<file path="config.mk">
export PLATFORM = sky130hd
export DESIGN_NAME = fetch_stage
export DESIGN_NICKNAME = d
export VERILOG_FILES = /design/src/rtl/fetch_stage.sv
export SDC_FILE = /design/constraint.sdc
export NUM_CORES = 1
export LEC_CHECK = 0
export ABC_AREA = 1
export CAP_MARGIN = 20
export CELL_PAD_IN_SITES_DETAIL_PLACEMENT = 1
export CELL_PAD_IN_SITES_GLOBAL_PLACEMENT = 2
export CORE_MARGIN = 2
export CORE_UTILIZATION = 26
export CTS_BUF_LIST = sky130_fd_sc_hd__clkbuf_8 sky130_fd_sc_hd__clkbuf_16
export DETAILED_ROUTE_END_ITERATION = 8
export HOLD_SLACK_MARGIN = 0.05
export PLACE_DENSITY = 0.78
export SETUP_SLACK_MARGIN = 0.2
export SLEW_MARGIN = 40
export SYNTH_ARGS = -nofsm -noshare
export SYNTH_HDL_FRONTEND = slang
export SYNTH_SLANG_ARGS = --single-unit
</file>
<file path="constraint.sdc">
create_clock -name clk -period 2.51 [get_ports clk]
set_clock_uncertainty 0.2 [all_clocks]
set_input_delay 0.753 -clock clk [delete_from_list [all_inputs] [get_ports clk]]
set_output_delay 0.753 -clock clk [all_outputs]
set_load 0.01 [all_outputs]
</file>
<file path="src/rtl/fetch_stage.sv">
// Beta CPU instruction-fetch stage: PC, single-outstanding imem port,
// IF/ID register with one-entry hold buffer for decode stalls.
module fetch_stage #(
   parameter logic [31:0] RESET_PC  = 32'h8000_0000,
   parameter logic [31:0] NOP_INSTR = 32'h83FF_F800
) (
   input  logic        clk,
   input  logic        rst_n,
   output logic        imem_req,
   output logic [31:0] imem_addr,
   input  logic        imem_gnt,
   input  logic        imem_rvalid,
   input  logic [31:0] imem_rdata,
   input  logic        stall,
   input  logic        redirect,
   input  logic [31:0] redirect_pc,
   output logic [31:0] ir_decode,
   output logic [31:0] pc_decode,
   output logic        valid_decode
);

   typedef enum logic [1:0] {
      IDLE,
      WAIT,
      DROP
   } state_t;

   state_t      state;
   state_t      state_nxt;
   logic [31:0] pc;
   logic [31:0] addr_q;
   logic [31:0] hold_ir;
   logic [31:0] hold_pc;
   logic        req_hold;
   logic        hold_valid;
   logic        slot_free;
   logic        fire;
   logic        resp;
   logic        unused_pc_lsbs;

   function automatic logic [31:0] inc(
      input logic [31:0] a
   );
      return {a[31], a[30:0] + 31'd4};
   endfunction

   assign imem_addr      = pc;
   assign unused_pc_lsbs = ^redirect_pc[1:0];

   always_comb begin
      slot_free = (state == IDLE)
                | ((state != IDLE) & imem_rvalid);
      imem_req  = rst_n & ~redirect
                & (req_hold
                   | (slot_free & ~hold_valid & ~stall));
      fire      = imem_req & imem_gnt;
      resp      = (state == WAIT) & imem_rvalid;
      state_nxt = state;
      if (redirect) begin
         if (state == WAIT)
            state_nxt = imem_rvalid ? IDLE : DROP;
         else if (state == DROP && imem_rvalid)
            state_nxt = IDLE;
      end else if (fire) begin
         state_nxt = WAIT;
      end else if (state != IDLE && imem_rvalid) begin
         state_nxt = IDLE;
      end
   end

   always_ff @(posedge clk) begin
      if (!rst_n) begin
         state        <= IDLE;
         pc           <= RESET_PC;
         addr_q       <= '0;
         req_hold     <= 1'b0;
         hold_valid   <= 1'b0;
         hold_ir      <= '0;
         hold_pc      <= '0;
         ir_decode    <= NOP_INSTR;
         pc_decode    <= '0;
         valid_decode <= 1'b0;
      end else begin
         state    <= state_nxt;
         req_hold <= imem_req & ~imem_gnt;
         if (redirect) begin
            pc <= {redirect_pc[31:2], 2'b00};
         end else if (fire) begin
            addr_q <= pc;
            pc     <= inc(pc);
         end
         // A response landing during a stall parks in the hold buffer
         if (redirect) begin
            ir_decode    <= NOP_INSTR;
            pc_decode    <= '0;
            valid_decode <= 1'b0;
            hold_valid   <= 1'b0;
         end else if (stall) begin
            if (resp) begin
               hold_ir    <= imem_rdata;
               hold_pc    <= inc(addr_q);
               hold_valid <= 1'b1;
            end
         end else if (hold_valid) begin
            ir_decode    <= hold_ir;
            pc_decode    <= hold_pc;
            valid_decode <= 1'b1;
            hold_valid   <= 1'b0;
         end else if (resp) begin
            ir_decode    <= imem_rdata;
            pc_decode    <= inc(addr_q);
            valid_decode <= 1'b1;
         end else begin
            ir_decode    <= NOP_INSTR;
            pc_decode    <= '0;
            valid_decode <= 1'b0;
         end
      end
   end

endmodule

</file>
==> impl_metrics.csv, run 1 <==
group,metric,value,unit
routing,ant_nets,0,
die,core_area,0.0343,mm^2
cells_and_area,seq_area,0.00383,mm^2
cts,insertion_delay,0.44,ns
yosys,ys_dominant_reg_cell,"dfxtp_1",
yosys,synth_compound_area_frac,0.194,
global_route,grt_pass1_vias,9365,
yosys,synth.avg_cell_area,6.82,um^2
global_route,grt_max_degree,77,
cts,cts-htree-levels,4,
placement,place_inst,1915,
die,io_pins,168,
routing,via_count,9117,
die,dieArea,0.0361,mm^2
timing,hold_viol,0,
yosys,synth_area_leaders,"dfxtp_1 42%, nand2_1 13%, a21oi_1 9.1%, nor2_1 8.3%, o21ai_0 7.5%",
cts,numCtsBuffers,17,
setup_path,crit_path_max_fanout,2,
hold_path,whs_endpoint,"ir_decode[19]",
cts,cts_tree,"done",
yosys,synth-adder-area-share,0.00278,
cts,clockBufferDepth,2,
yosys,synthMuxAreaShare,0,
yosys,async_flop_share,0,
timing,post-route-period-util,0.920,
cts,cts_hold_buf,0,
yosys,synth_simple_gate_area_share,0.276,
hold_path,hold_path.class,"reg2reg",
timing,final-max-slew-violation-count,0,
setup_path,timing.rr.end,"hold_pc[28]",
yosys,synth_area,0.00900,mm^2
yosys,synth-edff-count,0,
power,irDropWorstVdd,0.458,mV
power,power_density,560,mW/mm^2
cts,cts.sinks,189,
timing,final.min_clock_period,2.31,ns
yosys,synth-xor-area-share,0.0214,
routing,drt_iter0_drc,350,
yosys,ys_types,40,
hold_path,whs_path_depth,2,
hold_path,hold_start,"ir_decode[19]",
timing,rsz0062_at_grt,"yes",
placement,port_buffers,161,
die,start_util,0.262,
yosys,yosys-top-cells-count,"304 x nand2_1, 200 x nor2_1, 189 x dfxtp_1",
power,p_leak,5.03,nW
routing,wirelength,32300,um
die,die_y,190,um
yosys,ys_seq_area_frac,0.420,
placement,post_dp_cell_area,0.0113,mm^2
global_route,grt_util_all_layers,0.179,
outcome,status,"complete, no violations",
job,maxCapViolCount,0,
die,die_w,190,um
placement,gp_congestion,0.810,
timing,fmax,433,MHz
cells_and_area,fin_nets,1551,
setup_path,r2r_start,"addr_q[3]",
setup_path,arrival,1.36,ns
setup_path,end_kind,"output port",
yosys,synth_top_area_frac,0.420,
cells_and_area,fin_area,0.0120,mm^2
cts,clk_pin_slew_worst_paths,0.09,ns
setup_path,worstSetupStartpointType,"input port",
cells_and_area,area_growth,33.0,%
timing,finalSetupViolations,0,
routing,wire_per_inst,16.6,um
setup_path,r2r_cells,12,
setup_path,cp.required,1.56,ns
cells_and_area,nFillCells,4298,
setup_path,path_class,"in2out",
power,p_total,6.70,mW
setup_path,r2r_setup_slack,0.41,ns
timing,slew_headroom,0.461,
placement,hpwl,22700,um
cells_and_area,multi_input_area,0.00448,mm^2
yosys,synth_top_area_cell,"dfxtp_1",
global_route,antenna_found_initial,0,
yosys,synth_top_family_by_area,"simple AND/OR/NAND/NOR gates",
yosys,syn_inst,1320,
routing,dr.pass1.iters,4,
global_route,grt_overflow,0,
global_route,grt_pass1_wl,51100,um
routing,drc,0,
timing,worst_slew_pin_slew,0.809,ns
die,fp-row-count,68,
yosys,synth_warnings,0,
yosys,synth_seq_cells,189,
routing,via_per_inst,4.68,
cells_and_area,post_route_cells_drive_above_1_share,0.101,
cts,cts_root_buffer,"clkbuf_16",
yosys,yosysMostFrequentCell,"nand2_1",
cells_and_area,layout.cells.non_filler,1947,
cells_and_area,num_antenna_cells,0,
[stage by stage]
| step | setup WS (ns) | utilization | TNS, ns | hold WS (ns) |
|---|---|---|---|---|
| 3_3_place_gp | -0.779 | 0.330 | -67.75 | 0.252 |
| 5_1_grt | 0.139 | 0.349 | 0 | 0.298 |
| 4_1_cts | 0.0326 | 0.347 | 0 | 0.278 |
| 2_1_floorplan | 0.138 | - | 0 | 0.237 |
| 6_report | 0.201 | 0.349 | 0 | 0.269 |
| 3_5_place_dp | -0.803 | 0.330 | -69.90 | 0.258 |
[worst max path at each step]
stage / slack (ns) / cells after the start / start / endpoint
6_report: 0.20 / 7 / stall / imem_req
5_1_grt: 0.14 / 7 / stall / imem_req
4_1_cts: 0.03 / 7 / stall / imem_req
3_5_place_dp: -0.80 / 8 / imem_rvalid / imem_req
3_3_place_gp: -0.78 / 8 / imem_rvalid / imem_req
2_1_floorplan: 0.14 / 6 / redirect / imem_req
[layout by cell type, fill, tap and decap left out, drive strengths merged, types with 4 or more instances in the layout]
cell type      instances
nand2                310
nand3b                 9
clkdlybuf4s50         72
a21oi                163
conb                   4
dlymetal6s2s          23
inv                   99
o221ai                16
o21ai                138
buf                   58
clkinv                10
o211ai                 5
dlygate4sd2           61
nor2                 214
dfxtp                189
clkbuf                19
xor2                  18
nand3                 62
xnor2                  4
[flip-flops by register name, indices dropped and copies added, names as in the netlist]
name	count
valid_decode	1
hold_pc	30
imem_addr	30
hold_ir	32
pc_decode	30
ir_decode	32
state	2
req_hold	1
addr_q	30
hold_valid	1
[metal layers]
layer,part of all wire,up-vias,wire length [um],global-route usage
met1,0.50,4293,16000,0.248
met3,0.049,21,1580,0.0234
met2,0.44,197,14300,0.295
met5,0,-,0,0
met4,0.011,0,369,0.0429
li1,-,4606,-,-
[cells by family (layout without fill, tap and decap cells)]
| family | Yosys count | after routing |
|---|---|---|
| AND/OR/NAND/NOR | 603 | 603 |
| adder cells (fa/ha/maj) | 2 | 2 |
| AO/OA/AOI/OAI | 330 | 330 |
| buffers and inverters | 173 | 342 |
| other | 1 | 4 |
| XOR/XNOR | 22 | 22 |
| flip-flops | 189 | 189 |
[worst max-delay path: stages]
cell and delay (ns):
buf_6 0.10, nor2_4 0.13, nand2_2 0.07, nand2_2 0.09
nand2_4 0.05, inv_2 0.05, buf_6 0.11
[layout make-up]
cell class              instances  area share
repair buffers                215       0.176
flip-flops and latches        189       0.320
clock buffers                  18      0.0367
inverters                      95      0.0302
multi-input cells             961       0.375
clock inverters                14      0.0151
well taps                     455      0.0476
[power breakdown]
group | internal, mW | total, mW | leakage (nW) | switching (mW)
logic | 0.311 | 0.706 | 3.19 | 0.395
clock network | 1.39 | 2.84 | 0.300 | 1.44
registers | 3.08 | 3.16 | 1.55 | 0.0798
[what timing repair did]
item                       CTS  global route
pin swaps                    0             5
buffers inserted             0             0
gates resized for setup     99            35
setup endpoints to repair  202           141
No activity file was read; power rests on OpenSTA's default activity.
==> run 2, diff against run 1 <==
--- a/config.mk
+++ b/config.mk
@@ -9,14 +9,14 @@
 export CAP_MARGIN = 20
 export CELL_PAD_IN_SITES_DETAIL_PLACEMENT = 1
 export CELL_PAD_IN_SITES_GLOBAL_PLACEMENT = 2
-export CORE_MARGIN = 2
+export CORE_MARGIN = 4
 export CORE_UTILIZATION = 26
 export CTS_BUF_LIST = sky130_fd_sc_hd__clkbuf_8 sky130_fd_sc_hd__clkbuf_16
 export DETAILED_ROUTE_END_ITERATION = 8
 export HOLD_SLACK_MARGIN = 0.05
 export PLACE_DENSITY = 0.78
 export SETUP_SLACK_MARGIN = 0.2
-export SLEW_MARGIN = 40
+export SLEW_MARGIN = 20
 export SYNTH_ARGS = -nofsm -noshare
 export SYNTH_HDL_FRONTEND = slang
 export SYNTH_SLANG_ARGS = --single-unit
==> run 2 against run 1 <==
- wire length rose by 2.3%
- maximum frequency fell by 4.7%
- via count rose by 0.56%
- clock-buffer cell count fell by 1
- global-route usage shrank 0.84 points
- sequential power about the same
- sequential share of layout area down 0.27 points
- clock power shrank 6%
- worst setup slack lost 0.11 ns
- sequential cell count stayed put
- cell area up 0.36%
- highest routed layer unchanged
==> impl_metrics.csv, run 2 (synthesized netlist as in run 1, its figures left out) <==
group,metric,value,unit
hold_path,hold_path.class,"reg2reg",
global_route,grt_overflow,0,
routing,ant_nets,0,
timing,rsz0062_at_grt,"yes",
die,start_util,0.266,
cells_and_area,final_common_cell,"nand2_1",
placement,port_buffers,161,
cells_and_area,multi_input_area,0.00449,mm^2
die,core_area,0.0339,mm^2
global_route,antenna_found_initial,0,
setup_path,crit_path_max_fanout,2,
cells_and_area,seq_area,0.00381,mm^2
cells_and_area,fin_nets,1558,
placement,gp_congestion,0.822,
timing,final.min_clock_period,2.42,ns
setup_path,end_kind,"output port",
cells_and_area,nFillCells,4237,
cts,cts_hold_buf,0,
power,p_total,6.58,mW
outcome,status,"complete, no violations",
cts,cts_root_buffer,"clkbuf_16",
power,irDropWorstVdd,0.481,mV
power,p_leak,5.11,nW
cts,insertion_delay,0.45,ns
power,p_seq_frac,0.480,
cells_and_area,num_antenna_cells,0,
die,fp-row-count,67,
global_route,grt_pass1_wl,52400,um
die,die_y,194,um
timing,slew_headroom,0.433,
routing,drt_iter0_drc,332,
timing,post-route-period-util,0.965,
timing,tns,0,ns
power,p_int,4.74,mW
cts,clk_pin_slew_worst_paths,0.08,ns
cells_and_area,top_regs,"hold_ir (32), ir_decode (32)",
power,pwr-share-clk,0.408,
routing,dr.pass1.iters,5,
cts,cts-htree-levels,4,
routing,wire_per_inst,16.9,um
cts,cts_tree,"done",
timing,hold_viol,0,
global_route,grt_pass1_vias,9483,
power,switching_share,0.280,
global_route,grt_max_degree,77,
routing,wirelength,33000,um
placement,hpwl,23100,um
setup_path,arrival,1.47,ns
setup_path,path_class,"in2out",
routing,drc,0,
die,io_pins,168,
power,p_sw,1.84,mW
cts,cts.sinks,189,
power,combPwrFrac,0.112,
die,die_w,194,um
cts,numCtsBuffers,17,
timing,final-max-slew-violation-count,0,
cells_and_area,area_growth,33.5,%
cts,clockBufferDepth,2,
die,dieArea,0.0376,mm^2
cells_and_area,post_route_cells_drive_above_1_share,0.0987,
timing,finalSetupViolations,0,
setup_path,cp.required,1.56,ns
setup_path,worstSetupStartpointType,"input port",
global_route,grt_util_all_layers,0.171,
routing,via_count,9168,
routing,via_per_inst,4.71,
power,power_density,548,mW/mm^2
job,maxCapViolCount,0,
timing,worst_slew_pin_slew,0.850,ns
timing,fmax,413,MHz
cells_and_area,final_cell_mix,"303 x nand2_1, 200 x nor2_1, 174 x dfxtp_1",
-- run 2: changes by cell type in the layout (fill, tap and decap cells not counted), moves of 2 or more --
cell / before / now
dlygate4sd2_1: 61 / 58
buf_6: 4 / 2
clkinv_4: 2 / 5
dfxtp_4: 6 / 2
dfxtp_1: 167 / 174
dlymetal6s2s_1: 23 / 25
buf_4: 43 / 47
clkinv_8: 5 / 3
inv_6: 4 / 6
clkdlybuf4s50_1: 72 / 74
dfxtp_2: 16 / 13
inv_12: 2 / 0
-- run 2: final cells by class --
class | instances | share of cell area
Sequential cell | 189 | 0.317
Multi-Input combinational cell | 962 | 0.374
Inverter | 95 | 0.0301
Timing Repair Buffer | 221 | 0.184
Clock inverter | 15 | 0.0127
Clock buffer | 17 | 0.0354
Tap cell | 448 | 0.0467
-- run 2: path summary, 6_finish.rpt --
path,startpoint,endpoint,slack (ns),depth (start not counted)
setup / recovery,redirect,imem_req,0.09,5
hold / removal,ir_decode[31],ir_decode[31],0.27,2
setup reg to reg,addr_q[3],pc_decode[20],0.44,11
hold reg to reg,ir_decode[31],ir_decode[31],0.27,2
-- run 2: worst max-delay path: stages --
cell	delay, ns
dlygate4sd2_1	0.26
nor2_4	0.21
nand2_4	0.07
inv_2	0.05
buf_6	0.11
-- run 2: layer usage --
layer / up-vias / routed length, um / share of wire / track usage
met5: - / 0 / 0 / 0
met4: 0 / 268 / 0.0081 / 0.0328
met3: 16 / 1330 / 0.040 / 0.0294
met2: 185 / 14900 / 0.45 / 0.274
met1: 4343 / 16500 / 0.50 / 0.243
li1: 4624 / - / - / -
-- run 2: power by group through the flow --
stage	registers [mW]	logic (mW)	clock network (mW)
detailed placement	3.23	0.753	0
floorplan	3.24	0.323	0
global route	3.17	0.817	2.89
CTS	3.16	0.736	2.77
finish	3.16	0.736	2.68
global placement	3.23	0.746	0
-- run 2: stage by stage --
step	instances	setup WS (ns)	hold slack (ns)	utilization	area [um^2]
6_report	1947	0.0872	0.266	0.355	12000
5_1_grt	1947	0.0430	0.286	0.355	12000
3_5_place_dp	1910	-0.753	0.255	0.334	11300
2_1_floorplan	1323	0.138	0.237	-	9050
4_1_cts	1944	0.0273	0.275	0.351	11900
3_3_place_gp	1910	-0.743	0.251	0.334	11300
-- run 2: what timing repair did --
action,4_1_cts,5_1_grt
cloned,0,2
endpoints found under the hold margin,0,0
buffers inserted,2,1
pin swaps,2,2
endpoints found under the setup margin,191,83
gates resized for setup,88,29
